[src/rtl/clk_div_pkg.sv]
// Shared constants and helpers for the multi-channel clock-enable generator.
package clk_div_pkg;

  localparam int unsigned CLK_HZ  = 100_000_000;
  localparam int unsigned DEF_DIV = 50_000_000;

  localparam logic MODE_SQUARE = 1'b0;
  localparam logic MODE_PULSE  = 1'b1;

  // Divisor giving a square wave of the requested frequency (two ticks per period).
  function automatic int unsigned div_for_hz(input int unsigned hz);
    if (hz == 0) return 1;
    return CLK_HZ / (2 * hz);
  endfunction

endpackage

[src/rtl/clk_div_chan.sv]
// One divider channel: counter, shadow/active divisor pair, toggle bit and
// registered tick / clk_out outputs.
module clk_div_chan
  import clk_div_pkg::*;
#(
  parameter int          CW      = 32,
  parameter int unsigned DEF_DIV = 50_000_000
)(
  input  logic          sysclk,
  input  logic          rst_n,
  input  logic          en,
  input  logic          mode,
  input  logic          wr,
  input  logic [CW-1:0] wr_val,
  input  logic          sync,
  output logic          tick,
  output logic          clk_out
);

  localparam logic [CW-1:0] RST_DIV = (DEF_DIV == 0) ? CW'(1) : CW'(DEF_DIV);

  logic [CW-1:0] cnt;
  logic [CW-1:0] act_div;
  logic [CW-1:0] shd_div;
  logic          pend;
  logic          tog;

  logic [CW-1:0] wr_div;
  logic [CW-1:0] nxt_shd;
  logic          nxt_pend;
  logic          term;
  logic          load;
  logic          nxt_tick;
  logic          nxt_tog;

  // A write landing on the same edge as a reload point is folded in directly,
  // so the new divisor never waits an extra period.
  always_comb begin
    wr_div   = (wr_val == '0) ? CW'(1) : wr_val;
    nxt_shd  = wr ? wr_div : shd_div;
    nxt_pend = wr | pend;
    term     = en && (cnt == act_div - CW'(1));
    load     = sync || !en || term;
    nxt_tick = 1'b0;
    nxt_tog  = tog;
    if (sync || !en) begin
      nxt_tog = 1'b0;
    end else if (term) begin
      nxt_tick = 1'b1;
      nxt_tog  = ~tog;
    end
  end

  always_ff @(posedge sysclk or negedge rst_n) begin
    if (!rst_n) begin
      cnt     <= '0;
      act_div <= RST_DIV;
      shd_div <= RST_DIV;
      pend    <= 1'b0;
      tog     <= 1'b0;
      tick    <= 1'b0;
      clk_out <= 1'b0;
    end else begin
      shd_div <= nxt_shd;
      if (load && nxt_pend) begin
        act_div <= nxt_shd;
        pend    <= 1'b0;
      end else begin
        pend    <= nxt_pend;
      end
      if (sync || !en || term) cnt <= '0;
      else                     cnt <= cnt + CW'(1);
      tog     <= nxt_tog;
      tick    <= nxt_tick;
      clk_out <= (mode == MODE_PULSE) ? nxt_tick : nxt_tog;
    end
  end

endmodule

[src/rtl/clk_div_multi.sv]
// Multi-channel programmable clock-enable / divided-clock generator: decodes
// divisor writes and fans out clock, reset and sync to NCH channels.
module clk_div_multi
  import clk_div_pkg::*;
#(
  parameter int          NCH     = 4,
  parameter int          CW      = 32,
  parameter int unsigned DEF_DIV = clk_div_pkg::DEF_DIV
)(
  input  logic                                   sysclk,
  input  logic                                   rst_n,
  input  logic [NCH-1:0]                         en,
  input  logic [NCH-1:0]                         mode,
  input  logic                                   div_wr,
  input  logic [((NCH > 1) ? $clog2(NCH) : 1)-1:0] div_sel,
  input  logic [CW-1:0]                          div_val,
  input  logic                                   sync,
  output logic [NCH-1:0]                         tick,
  output logic [NCH-1:0]                         clk_out
);

  localparam int SW = (NCH > 1) ? $clog2(NCH) : 1;

  logic sel_ok;

  // Out-of-range selects (non power-of-two NCH) are dropped here.
  assign sel_ok = ({1'b0, div_sel} < (SW + 1)'(NCH));

  for (genvar i = 0; i < NCH; i++) begin : g_chan
    logic wr;
    assign wr = div_wr && sel_ok && (div_sel == SW'(i));

    clk_div_chan #(
      .CW      (CW),
      .DEF_DIV (DEF_DIV)
    ) u_chan (
      .sysclk  (sysclk),
      .rst_n   (rst_n),
      .en      (en[i]),
      .mode    (mode[i]),
      .wr      (wr),
      .wr_val  (div_val),
      .sync    (sync),
      .tick    (tick[i]),
      .clk_out (clk_out[i])
    );
  end

endmodule
[config.mk]
export PLATFORM = sky130hd
export DESIGN_NAME = clk_div_multi
export DESIGN_NICKNAME = d
export VERILOG_FILES = /design/src/rtl/clk_div_pkg.sv /design/src/rtl/clk_div_chan.sv /design/src/rtl/clk_div_multi.sv
export SDC_FILE = /design/constraint.sdc
export NUM_CORES = 1
export LEC_CHECK = 0
export CAP_MARGIN = 25
export CORE_UTILIZATION = 35
export CTS_BUF_LIST = sky130_fd_sc_hd__clkbuf_4
export CTS_CLUSTER_SIZE = 28
export DETAILED_ROUTE_END_ITERATION = 16
export PLACE_DENSITY = 0.5
export SLEW_MARGIN = 20
export SYNTH_ARGS = -nofsm -noshare
export SYNTH_HDL_FRONTEND = slang
export SYNTH_SLANG_ARGS = --single-unit
[constraint.sdc]
create_clock -name sysclk -period 4.1 [get_ports sysclk]
set_input_delay 0.615 -clock sysclk [delete_from_list [all_inputs] [get_ports sysclk]]
set_output_delay 0.615 -clock sysclk [all_outputs]
set_load 0.005 [all_outputs]
Yosys cells after proc, flatten, opt, wreduce, memory -nomap -nowiden
Index checks and enable logic that the tools add are counted.
{"block": "word_totals", "reg_bits": 400, "latchBits": 0, "mem_bits_rw": 0, "mem_bits_ro": 0, "wordCells": 110, "memories": 0}
{"block": "op_classes", "add_sub_neg": 8, "multipliers": 0, "div": 0, "n_lt_le_gt_ge": 0, "eq_ne": 7, "shift": 0, "n_mux": 33, "bitwise": 8, "n_reduce_logical": 26}
{"op": "$mux 32", "n": 9}
{"op": "$add 32x1->32 const B", "n": 4}
{"op": "$eq 32x32->1", "n": 4}
{"op": "$sub 32x1->32 const B", "n": 4}
{"op": "$logic_not 32->1", "n": 1}
{"op": "$mux 1", "n": 24}
{"op": "$logic_and 1x1->1", "n": 12}
{"op": "$logic_or 1x1->1", "n": 8}
{"op": "$eq 2x2->1 const B", "n": 2}
{"op": "$logic_not 1->1", "n": 4}
{"op": "$not 1->1", "n": 4}
{"op": "$or 1x1->1", "n": 4}
{"op": "$eq 2x1->1 const B", "n": 1}
{"op": "$logic_not 2->1", "n": 1}

Longest topological paths before layout
Gate-level depths: netlist of run 1.
{"block": "depth", "word_depth": 6, "ltp_mapped": 12, "ltp_nobuf": 11}

Cells and area by module
From an unflattened synthesis of run 1, not the netlist that was laid out.
{"block": "unflattened", "hier_cells": 2020, "hier_area_um2": 22389.0}
{"module": "clk_div_chan at g_chan[2].u_chan ...", "instances": 2, "cells_per_inst": 519, "area_per_inst_um2": 5650.4}
{"module": "clk_div_chan at g_chan[0].u_chan ...", "instances": 2, "cells_per_inst": 489, "area_per_inst_um2": 5525.3}
{"module": "clk_div_multi", "instances": 1, "cells_per_inst": 4, "area_per_inst_um2": 37.5}

Worst setup path after synthesis of run 1
No wires, ideal clock.
{"block": "synth_timing", "kind": "flip-flop to flip-flop", "start": "register g_chan[1].u_chan.act_div[16]", "end": "register g_chan[1].u_chan.act_div[9]", "setup_ns": 0.128, "arrival_time_ns": 3.463, "required_time_ns": 3.972, "path_slack_ns": 0.510, "stages_incl_launch_ff": 13, "path_buffers": 3, "period_less_slack_ns": 3.590, "path_cell_list": "dfrtp_1 -> clkbuf_1 -> or4_1 -> or2_1 -> clkbuf_1 -> nor4_1 -> mux2_1 -> nor4_1 -> nand4_1 -> nor2_1 -> o21bai_2 -> buf_2 -> mux2_1"}
{"block": "synth_via", "elab_chain_cells": 5}
{"item": "start, declared", "line": "clk_div_chan.sv:23", "source": "logic [CW-1:0] act_div;"}
{"item": "start signal, assigned", "line": "clk_div_chan.sv:66", "source": "act_div <= nxt_shd;"}
{"item": "$sub 32x1->32", "line": "clk_div_chan.sv:42", "source": "term = en && (cnt == act_div - CW'(1));"}
{"item": "$eq 32x32->1", "line": "clk_div_chan.sv:42"}
{"item": "$logic_and 1x1->1", "line": "clk_div_chan.sv:42"}
{"item": "$logic_or 1x1->1", "line": "clk_div_chan.sv:43", "source": "load = sync || !en || term;"}
{"item": "$logic_and 1x1->1", "line": "clk_div_chan.sv:65", "source": "if (load && nxt_pend) begin"}
No other way between the ends.
A chain may end at the register's enable or synchronous reset.

Final worst setup path of run 1
{"block": "layout_timing", "start": "register g_chan[2].u_chan.act_div[0]", "end": "register g_chan[2].u_chan.act_div[9]"}
{"block": "layout_via", "elab_chain_cells": 5}
{"item": "start, declared", "line": "clk_div_chan.sv:23"}
{"item": "start signal, assigned", "line": "clk_div_chan.sv:66"}
{"item": "$sub 32x1->32", "line": "clk_div_chan.sv:42"}
{"item": "$eq 32x32->1", "line": "clk_div_chan.sv:42"}
{"item": "$logic_and 1x1->1", "line": "clk_div_chan.sv:42"}
{"item": "$logic_or 1x1->1", "line": "clk_div_chan.sv:43"}
{"item": "$logic_and 1x1->1", "line": "clk_div_chan.sv:65"}
No other way between the ends.

==> results of run 1 <==
cells by family after synthesis:
group	share of synthesized area, %
XOR/XNOR	11.89
flip-flops	47.42
adder cells (fa/ha/maj)	0.4686
AO/OA/AOI/OAI	6.291
AND/OR/NAND/NOR	19.97
multiplexers	11.23
buffers and inverters	2.729
layer usage:
| layer | vias to the layer above | part of all wire, % |
|---|---|---|
| met5 | - | 0.046 |
| met3 | 104 | 3.5 |
| li1 | 7675 | - |
| met4 | 4 | 3.0 |
| met1 | 7731 | 49 |
| met2 | 260 | 45 |
final cells by class:
class	count	area share (%)
Multi-Input combinational cell	1536	43.37
Sequential cell	400	41.15
Clock buffer	172	5.246
Timing Repair Buffer	132	4.849
Tap cell	782	3.975
Clock inverter	36	0.9251
Inverter	31	0.4727
Antenna cell	1	0.01017
worst max-delay path, cell delays in order (launching register included):
cell and delay (ns):
dfrtp_1 0.45, or4_1 0.68, nor4_1 0.58, nand3_1 0.28
nor4_1 0.32, nor4_1 0.12, nor4_1 0.31, nand3_1 0.20
a21oi_4 0.21, buf_12 0.22, mux2_1 0.34
stage by stage:
| step | utilization [%] | power (mW) | std cells | area (µm²) |
|---|---|---|---|---|
| after floorplan | - | 7.407 | 2064 | 21360 |
| after global placement | 38.24 | 8.282 | 2880 | 23080 |
| after detailed placement | 38.24 | 8.360 | 2880 | 23080 |
| after CTS | 40.77 | 12.32 | 3089 | 24610 |
| after global routing | 40.78 | 12.95 | 3090 | 24620 |
| final | 40.78 | 12.14 | 3090 | 24620 |
power by group through the flow:
stage	clock, mW	sequential (mW)	combinational (mW)
5_1_grt	4.21	5.76	2.99
2_1_floorplan	0	5.30	2.11
3_5_place_dp	0	5.68	2.68
6_report	3.83	5.63	2.68
4_1_cts	4.00	5.62	2.70
3_3_place_gp	0	5.65	2.63
final timing paths:
kind / startpoint / to / slack, ns / cells after the start
max reg2reg: g_chan[2].u_chan.act_div[0] / g_chan[2].u_chan.act_div[9] / 0.24 / 10
max: g_chan[2].u_chan.act_div[0] / g_chan[2].u_chan.act_div[9] / 0.24 / 10
max in group asynchronous: rst_n / g_chan[1].u_chan.act_div[25] / 2.65 / 3
min reg2reg: g_chan[0].u_chan.shd_div[20] / g_chan[0].u_chan.shd_div[20] / 0.46 / 2
min in group sysclk: en[2] / g_chan[2].u_chan.clk_out / 0.43 / 3
min: rst_n / g_chan[2].u_chan.shd_div[4] / 0.40 / 2
repair_timing:
item / CTS / global route
hold buffers: 1 / 0
endpoints found under the setup margin: 0 / 64
hold endpoints to repair: 71 / 0
resized for setup: 0 / 1
registers in the layout (all words and copies together) (netlist names):
name,cells
g_chan.u_chan.tog,4
g_chan.u_chan.cnt,128
g_chan.u_chan.tick,4
g_chan.u_chan.shd_div,128
g_chan.u_chan.pend,4
g_chan.u_chan.clk_out,4
g_chan.u_chan.act_div,128
layout by cell type (no fill, tap or decap), types with 31 or more instances in the layout:
cell type and instances:
and3_1 38, clkdlybuf4s50_1 52, o22ai_1 37, nand3_1 72
nand2_1 184, nor2_1 238, xor2_1 136, mux2_2 97
mux2_1 69, nor4_1 55, nand4_1 37, inv_1 31
buf_4 73, dfrtp_1 304, clkbuf_4 172, nor3_1 46
dfstp_2 96, xnor2_1 154
==> results.yml, run 1 <==
run_status:
  status: "complete, no violations"
power:
  pwr-share-clk_pct: 31.6
  p_leak_nw: 10.12
  vdd_ir_drop_max_uv: 201.1
  swShare_pct: 31.99
  switching_power_mw: 3.883
  powerDensity_nw_per_um2: 493.0
  p_seq_share_pct: 46.4
  pwr-share-comb_pct: 22.0
  p_int_mw: 8.253
floorplanning:
  die_x_um: 249.1
  core_um2: 60360
  num_rows: 90
  dieArea_um2: 62030
  start_util_pct: 35.39
  die_h_um: 249.1
  pin_count: 54
sta:
  finClkSkew_ns: 0.04855
  fin_crit_ns: 3.863
  final-hold-violation-count: 0
  slew_violations: 0
  slew_headroom_pct: 47.23
  tns_ns: 0
  worst_pin_slew_ns: 0.7915
  holdWs_ns: 0.4021
  layout_setup_ws_ns: 0.2370
  final-setup-viol-count: 0
  post-route-period-util_pct: 94.22
  rsz0062_at_grt: "no"
  max_freq_mhz: 258.9
cells_and_area:
  final_nets: 2264
  regArea_um2: 10130
  multi_input_area_um2: 10680
  nFillCells: 5913
  synthToLayoutAreaGrowth_pct: 15.23
  layout-drive-gt1-share_pct: 22.02
placed_design:
  gp_congestion: 0.8410
  dp_slack_ns: 0.1870
  place_hpwl_mm: 38.82
  port_buffers: 53
routing:
  routed_wl_mm: 54.91
  antenna_left: 0
  vias: 15770
  drtIter0Drc: 831
  drtPass1Iterations: 4
  wl_per_cell_um: 17.77
  route.detailed.drc: 0
  via_per_inst: 5.105
yosys:
  ys_seq_area_share_pct: 47.42
  synth_most_common_cell: "dfrtp_1"
  ys_async_sr_fraction_pct: 100.0
  syn_nets: 2118
  synth_warnings: 0
  syn_inst: 2064
  synth_area_leaders: "dfrtp_1 36%, dfstp_2 12%, xnor2_1 6.3%, xor2_1 5.6%, mux2_2 5.1%"
  netlist_area_um2: 21360
  synth_largest_area_cell: "dfrtp_1"
  ys_ff_latch: 400
  syn_area_per_cell_um2: 10.35
  synth_top_area_share_pct: 35.61
  synth_edf_count: 0
  synth_common_cells: "304 x dfrtp_1, 238 x nor2_1, 184 x nand2_1"
  synth_flop_cell: "dfrtp_1"
  synth_cell_types: 78
critical_path:
  crit_path_max_fanout: 32
  worstPathRequired_ns: 4.81
  arrival_ns: 4.58
  cp-end-kind: "flip-flop"
  path_class: "reg -> reg"
  cp-start-kind: "flip-flop"
global_route:
  grt_max_degree: 94
  grt_use_total_pct: 18.13
  grt_overflow: 0
  grt_pass1_wl_mm: 88.98
  grt_pass1_vias: 15910
  grt_use_met3_pct: 2.947
  antenna_found_initial: 3
  grt_use_met2_pct: 28.03
  busiest_layer: "met2"
  grt_use_met1_pct: 25.15
clock_tree:
  cts_buffers: 109
  cts_tree: "yes"
  clock-sinks: 400
  h-tree-depth: 3
  clk_pin_slew_ns: 0.07
  ctsLongestPathBuffers: 3
  clkLatencyLatePin_ns: 0.85
  cts_root_buf: "clkbuf_4"
  post_cts_buffers: 0
run:
  cap_violations: 0
worst_hold_path:
  hold_class: "in -> async"
Power figures use the tool's default switching activity.
==> run 2, diff against run 1 <==
- CTS_CLUSTER_SIZE: 28 -> 24
- GPL_TIMING_DRIVEN: default -> 0
- PLACE_DENSITY: 0.5 -> 0.52
- clock period: 4.1 -> 3.3 ns (I/O delays scaled with it)
==> run 2 against run 1 <==
Effect of this change: the run now ends with setup timing left; critical path depth is 2 higher; register-to-register slack worse by 0.45 ns; setup slack worse by 0.45 ns; first-iteration DRC count is 8.9% higher; non-clock buffer count is 83 higher; via count is 2.4% higher; sequential power is 24% higher; global-route usage is 0.12 points higher; highest routed layer is now met4.
==> results.yml, run 2 (synthesized netlist as in run 1, its figures left out) <==
floorplanning:
  die_x_um: 249.1
  die_h_um: 249.1
  start_util_pct: 35.39
  pin_count: 54
  core_um2: 60360
  num_rows: 90
  dieArea_um2: 62030
power:
  powerDensity_nw_per_um2: 601.3
  pwr-share-comb_pct: 27.3
  switching_power_mw: 5.187
  pwr-share-clk_pct: 28.2
  vdd_ir_drop_max_uv: 319.9
  p_int_mw: 10.55
  p_seq_share_pct: 44.5
  swShare_pct: 32.96
  p_leak_nw: 10.76
sta:
  post-route-period-util_pct: 106.3
  max_freq_mhz: 285.0
  fin_crit_ns: 3.509
  final-setup-viol-count: 95
  rsz0062_at_grt: "yes"
  worst_pin_slew_ns: 1.037
  layout_setup_ws_ns: -0.2088
  finClkSkew_ns: 0.03465
  final-hold-violation-count: 0
  slew_violations: 0
  slew_headroom_pct: 30.69
routing:
  wl_per_cell_um: 17.86
  route.detailed.drc: 0
  vias: 16150
  drtIter0Drc: 905
  antenna_left: 0
  routed_wl_mm: 56.45
  drtPass1Iterations: 6
  via_per_inst: 5.108
critical_path:
  crit_path_max_fanout: 7
  rrSetupSlack_ns: -0.21
  path_class: "reg -> reg"
  endpoint: "g_chan[2].u_chan.act_div[10]"
  cp-end-kind: "flip-flop"
  crit_start: "g_chan[2].u_chan.act_div[15]"
  reg2reg_from: "g_chan[2].u_chan.act_div[15]"
  cp-start-kind: "flip-flop"
  r2r_end: "g_chan[2].u_chan.act_div[10]"
  arrival_ns: 4.20
  worstPathRequired_ns: 3.99
  rr_worst_depth: 12
cells_and_area:
  instances_no_fill: 3161
  final_nets: 2342
  final_area_um2: 26180
  synthToLayoutAreaGrowth_pct: 22.53
  post-route-util_pct: 43.37
  layout-drive-gt1-share_pct: 29.35
  top_regs: "g_chan.u_chan.act_div: 128 flops, g_chan.u_chan.cnt: 128 flops, g_chan.u_chan.shd_div: 128 flops"
  mostFrequentLayoutCell: "dfrtp_1"
  layout_common_cells: "289 x dfrtp_1, 236 x nor2_1, 182 x nand2_1, 166 x clkbuf_4, 153 x xnor2_1"
clock_tree:
  clk_pin_slew_ns: 0.07
  cts_tree: "yes"
  clock-sinks: 400
  clkLatencyLatePin_ns: 0.83
  ctsLongestPathBuffers: 3
  cts_buffers: 104
  h-tree-depth: 3
  cts_root_buf: "clkbuf_4"
global_route:
  grt_pass1_wl_mm: 89.98
  grt_max_degree: 99
  grt_use_total_pct: 18.25
  grt_overflow: 0
  antenna_found_initial: 2
  grt_pass1_vias: 16410
worst_hold_path:
  hold_class: "in -> async"
run_status:
  violations: "setup timing"
  status: "finished with violations"
run:
  cap_violations: 0
placed_design:
  gp_congestion: 0.8479
  port_buffers: 50
  place_area_um2: 23080
  dp_cells: 2900
  place_hpwl_mm: 38.83
run 2: cell count changes in the layout (fill, tap and decap cells not counted), sizes merged:
cell and delta:
clkinvlp -2, clkbuf +45, buf +32, bufinv -2, clkinv -1, clkdlybuf4s50 -3, inv +2
run 2: worst max-delay path, stage by stage, from the launching register on:
cell	delay, ns
dfstp_2	0.43
or4_4	0.58
or4_4	0.48
nor4_4	0.16
xnor2_1	0.13
or3_1	0.34
nor4_2	0.20
nand3_2	0.17
a21oi_4	0.19
buf_12	0.15
buf_12	0.12
buf_8	0.12
mux2_4	0.29
run 2: worst min path at each step:
stage / from / end / slack [ns] / depth (start not counted)
floorplan: rst_n / g_chan[0].u_chan.act_div[0] / 0.20 / 0
global placement: g_chan[0].u_chan.shd_div[25] / g_chan[0].u_chan.shd_div[25] / 0.45 / 2
detailed placement: g_chan[0].u_chan.shd_div[25] / g_chan[0].u_chan.shd_div[25] / 0.45 / 2
CTS: rst_n / g_chan[0].u_chan.cnt[30] / 0.13 / 2
global route: rst_n / g_chan[0].u_chan.cnt[30] / 0.21 / 2
finish: rst_n / g_chan[0].u_chan.cnt[30] / 0.21 / 2
run 2: area by class of cell:
| class | instances | area [µm²] |
|---|---|---|
| multi-input cells | 1536 | 11590 |
| repair buffers | 130 | 1358 |
| clock buffers | 163 | 1224 |
| clock inverters | 33 | 153.9 |
| plain buffers | 85 | 604.3 |
| diodes | 1 | 2.502 |
| well taps | 782 | 978.4 |
| flip-flops and latches | 400 | 10150 |
| fillers | 5745 | 34180 |
| inverters | 31 | 116.4 |
run 2: routing by layer:
layer	GRT usage [%]	routed length [µm]	up-vias
met1	24.05	26420	7933
met3	2.706	1661	125
met4	8.395	1835	0
met2	29.61	26540	271
met5	0	0	-
li1	-	-	7818
run 2: per-stage QoR:
step	hold WS, ns	total power, mW	TNS (ns)	setup slack (ns)
6_report	0.2104	15.74	-11.28	-0.2088
5_1_grt	0.2134	16.67	-25.87	-0.3025
4_1_cts	0.1296	15.64	-7.271	-0.1834
3_5_place_dp	0.4486	10.37	-169.50	-1.023
3_3_place_gp	0.4464	10.26	-5961.81	-15.85
2_1_floorplan	0.1994	9.264	0	0.007772
run 2: power by group through the flow:
stage | Clock (mW) | Combinational (mW) | Sequential [mW]
after floorplan | 0 | 2.67 | 6.60
after global placement | 0 | 3.35 | 6.91
after detailed placement | 0 | 3.45 | 6.92
after CTS | 4.63 | 4.06 | 6.95
after global routing | 4.86 | 4.68 | 7.13
final | 4.44 | 4.30 | 7.00
run 2: what timing repair did:
action / CTS / global route
pin swaps: 43 / 23
buffers inserted: 55 / 13
endpoints found under the hold margin: 73 / 0
cloned: 9 / 1
hold buffers: 1 / 0
setup endpoints to repair: 269 / 261
gates resized for setup: 192 / 62
==> RTL edit 1: new RTL, flow settings as in run 1 <==
Register the inputs `en`, `mode`, `div_wr`, `div_sel`, `div_val` and `sync` before use. The logic sees them one clock later.
--- a/src/rtl/clk_div_multi.sv
+++ b/src/rtl/clk_div_multi.sv
@@ -22,12 +22,28 @@
   localparam int SW = (NCH > 1) ? $clog2(NCH) : 1;
 
+  logic [NCH-1:0] en_q;
+  logic [NCH-1:0] mode_q;
+  logic div_wr_q;
+  logic [((NCH > 1) ? $clog2(NCH) : 1)-1:0] div_sel_q;
+  logic [CW-1:0] div_val_q;
+  logic sync_q;
+
+  always_ff @(posedge sysclk) begin
+      en_q      <= en;
+      mode_q    <= mode;
+      div_wr_q  <= div_wr;
+      div_sel_q <= div_sel;
+      div_val_q <= div_val;
+      sync_q    <= sync;
+  end
+
   logic sel_ok;
 
   // Out-of-range selects (non power-of-two NCH) are dropped here.
-  assign sel_ok = ({1'b0, div_sel} < (SW + 1)'(NCH));
+  assign sel_ok = ({1'b0, div_sel_q} < (SW + 1)'(NCH));
 
   for (genvar i = 0; i < NCH; i++) begin : g_chan
     logic wr;
-    assign wr = div_wr && sel_ok && (div_sel == SW'(i));
+    assign wr = div_wr_q && sel_ok && (div_sel_q == SW'(i));
 
     clk_div_chan #(
@@ -37,9 +53,9 @@
       .sysclk  (sysclk),
       .rst_n   (rst_n),
-      .en      (en[i]),
-      .mode    (mode[i]),
+      .en      (en_q[i]),
+      .mode    (mode_q[i]),
       .wr      (wr),
-      .wr_val  (div_val),
-      .sync    (sync),
+      .wr_val  (div_val_q),
+      .sync    (sync_q),
       .tick    (tick[i]),
       .clk_out (clk_out[i])
Formal check against the unedited RTL: not equivalent (Yosys sat finds a counterexample within 4 cycles, from zero or initial values and one cycle with rst_n low).
==> RTL edit 1 against run 1 <==
Setup slack better by 0.081 ns. Largest power group unchanged. Synthesized cell count up 2.1%. Sequential cell count up 44. Global-route usage up 0.16 points. Synthesized area up 4.1%. Cell area up 5.6%. Largest cell class is now registers. Routed wire length up 3.2%. Total power up 11%. Critical path type unchanged.
==> RTL edit 1: results (changes against run 1) <==
metric	value	unit	change
status	finished clean		
finClkSkew	0.0400	ns	-0.00859 ns
synthMuxAreaShare	10.8	%	-0.44 points
grt_pass1_wl	91300	um	+2.6%
drt_iter0_drc	784		-5.7%
place_inst	2969		+3.1%
synth_fa_ha_area_share	0.450	%	-0.019 points
wl	56700	um	+3.2%
clkbuf_count	211		+23%
cts_sinks	444		+11%
antenna_found_initial	1		-2
pre_cts_ws	0.265	ns	+0.0783 ns
yosysSeqAreaShare	49.5	%	+2.1 points
grt_use_met3	4.14	%	+1.2 points
synth_cells	2108		+2.1%
grtUsageMet1	25.5	%	+0.33 points
syn-num-nets	2162		+2.1%
grtUsageTotal	18.3	%	+0.16 points
ys_types	79		+1.3%
final_nets	2326		+2.7%
dp_hpwl	39400	um	+1.4%
synth_xor_xnor_area_share	11.4	%	-0.47 points
multi_input_area_share	41.1	%	-2.3 points
use_met2	27.4	%	-0.66 points
cp.arrival	4.63	ns	+0.05 ns
met2_length	25100	um	+1.9%
drive_gt1_share	22.2	%	+0.20 points
top_layer_used	met4		
p_leak	10.7	nW	+5.7%
buffers	129		-2.3%
buf_share	4.91	%	+0.062 points
ir_drop	0.230	mV	+15%
critPathMaxFanout	15		-53%
cp-startpoint	g_chan[0].u_chan.act_div[11]		
holdCritPathClass	primary input to flop		
[RTL edit 1: worst max-delay path, cell delays in order (launching register included)]
cell	delay, ns
dfrtp_1	0.43
or4_1	0.61
or4b_1	0.57
or4_1	0.50
nor3_1	0.22
o221a_1	0.22
nand4_1	0.17
o21ai_4	0.24
o21a_1	0.28
buf_4	0.27
a2bb2oi_1	0.18
[RTL edit 1: what timing repair did]
| item | CTS | global route |
|---|---|---|
| hold buffers | 17 | 0 |
| hold endpoints to repair | 115 | 0 |
| gates resized for setup | 0 | 3 |
| endpoints found under the setup margin | 0 | 32 |
| setup buffers | 0 | 0 |
[RTL edit 1: where the power goes]
| group | internal [mW] | switching, mW | leakage [nW] |
|---|---|---|---|
| clock | 2.69 | 1.91 | 1.09 |
| combinational | 1.40 | 1.29 | 4.31 |
| sequential | 5.24 | 0.894 | 5.29 |
| total | 9.33 | 4.09 | 10.7 |
==> RTL edit 2: new RTL, config.mk and constraints of run 1 <==
Made on the original files. Change the parameter `NCH` from 4 to 8.
--- a/src/rtl/clk_div_multi.sv
+++ b/src/rtl/clk_div_multi.sv
@@ -4,5 +4,5 @@
   import clk_div_pkg::*;
 #(
-  parameter int          NCH     = 4,
+  parameter int          NCH     = 8,
   parameter int          CW      = 32,
   parameter int unsigned DEF_DIV = clk_div_pkg::DEF_DIV
Ports: changed (5 resized); port bits go from 54 to 71. No check against the original RTL was run, so the function may have changed too.
==> RTL edit 2 against run 1 <==
Cell area rose by 99%. Setup slack got worse by 0.039 ns. Synthesized area rose by 98%. Routed wire length rose by 110%. Die area rose by 97%. Critical path type unchanged. Total power rose by 120%. Largest power group unchanged. Hold slack got worse by 0.22 ns. Sequential cell count rose by 400.
==> RTL edit 2: results (changes against run 1) <==
metric	value	unit	change
synth.avg_cell_area	10.8	um2	+4.3%
finClkSkew	0.0612	ns	+0.0127 ns
grt_max_degree	87		-7.4%
placed_area	0.0457	mm2	+98%
p_leak	19.8	nW	+96%
h-tree-depth	4		+1
synth_xor_xnor_area_share	11.6	%	-0.24 points
pwr-share-clk	29.5	%	-2.1 points
antenna_found_initial	39		+36
switching_power	8.90	mW	+130%
buffers	245		+86%
synthTopCellsByCount	dfrtp_1 (608), mux2_2 (462), nor2_1 (454), xnor2_1 (296), xor2_1 (266)		
largestRegisters	g_chan.u_chan.act_div: 256 flops, g_chan.u_chan.cnt: 256 flops, g_chan.u_chan.shd_div: 256 flops		
power.total	26.7	mW	+120%
diodes	9		+8
grt_pass1_vias	30738		+93%
pg_seq	11.7	mW	+110%
place.gp.congestion	0.880		+4.7%
tightestPinTransition	0.819	ns	+0.0275 ns
fin_cells	6025		+95%
final_nets	4271		+89%
clkbuf_count	363		+110%
numCtsBuffers	227		+110%
status	finished clean		
holdCritPathClass	primary input to flop		
ys_top_cells_by_area	dfrtp_1 (36%), mux2_2 (12%), dfstp_2 (12%), xnor2_1 (6.1%), xor2_1 (5.5%)		
drt-vias-per-instance	5.09		-0.33%
syn-num-nets	3986		+88%
power_density	546	mW/mm2	+11%
buf_share	4.74	%	-0.11 points
multiInputGateArea	0.0210	mm2	+97%
core	0.120	mm2	+99%
inv_count	56		+81%
seq-cell-share	41.4	%	+0.22 points
reg2regPathDepth	11		+1
critPathMaxFanout	9		-72%
numPortBuffers	70		+32%
pre_cts_ws	0.162	ns	-0.0248 ns
dp_hpwl	80200	um	+110%
cp_slowest_stage_delay	0.58	ns	-0.10 ns
[RTL edit 2: worst paths after layout]
check / slack (ns) / start / end
hold / removal: 0.18 / mode[7] / g_chan[7].u_chan.clk_out
hold reg to reg: 0.49 / g_chan[7].u_chan.shd_div[6] / g_chan[7].u_chan.shd_div[6]
max in group asynchronous: 2.52 / rst_n / g_chan[7].u_chan.shd_div[14]
setup reg to reg: 0.20 / g_chan[5].u_chan.act_div[11] / g_chan[5].u_chan.act_div[13]
setup / recovery: 0.20 / g_chan[5].u_chan.act_div[11] / g_chan[5].u_chan.act_div[13]
min in group asynchronous: 0.61 / rst_n / g_chan[2].u_chan.shd_div[29]
[RTL edit 2: routing by layer]
metal	vias to the layer above	GRT usage, %	share of wire, %
met5	-	0	0.055
met2	715	30.8	46
li1	14589	-	-
met3	185	4.50	6.0
met1	15158	25.8	45
met4	8	7.58	2.9
[RTL edit 2: timing repair]
action	CTS	global route
endpoints found under the hold margin	533	0
setup endpoints to repair	0	88
hold buffers	4	0
resized for setup	0	6
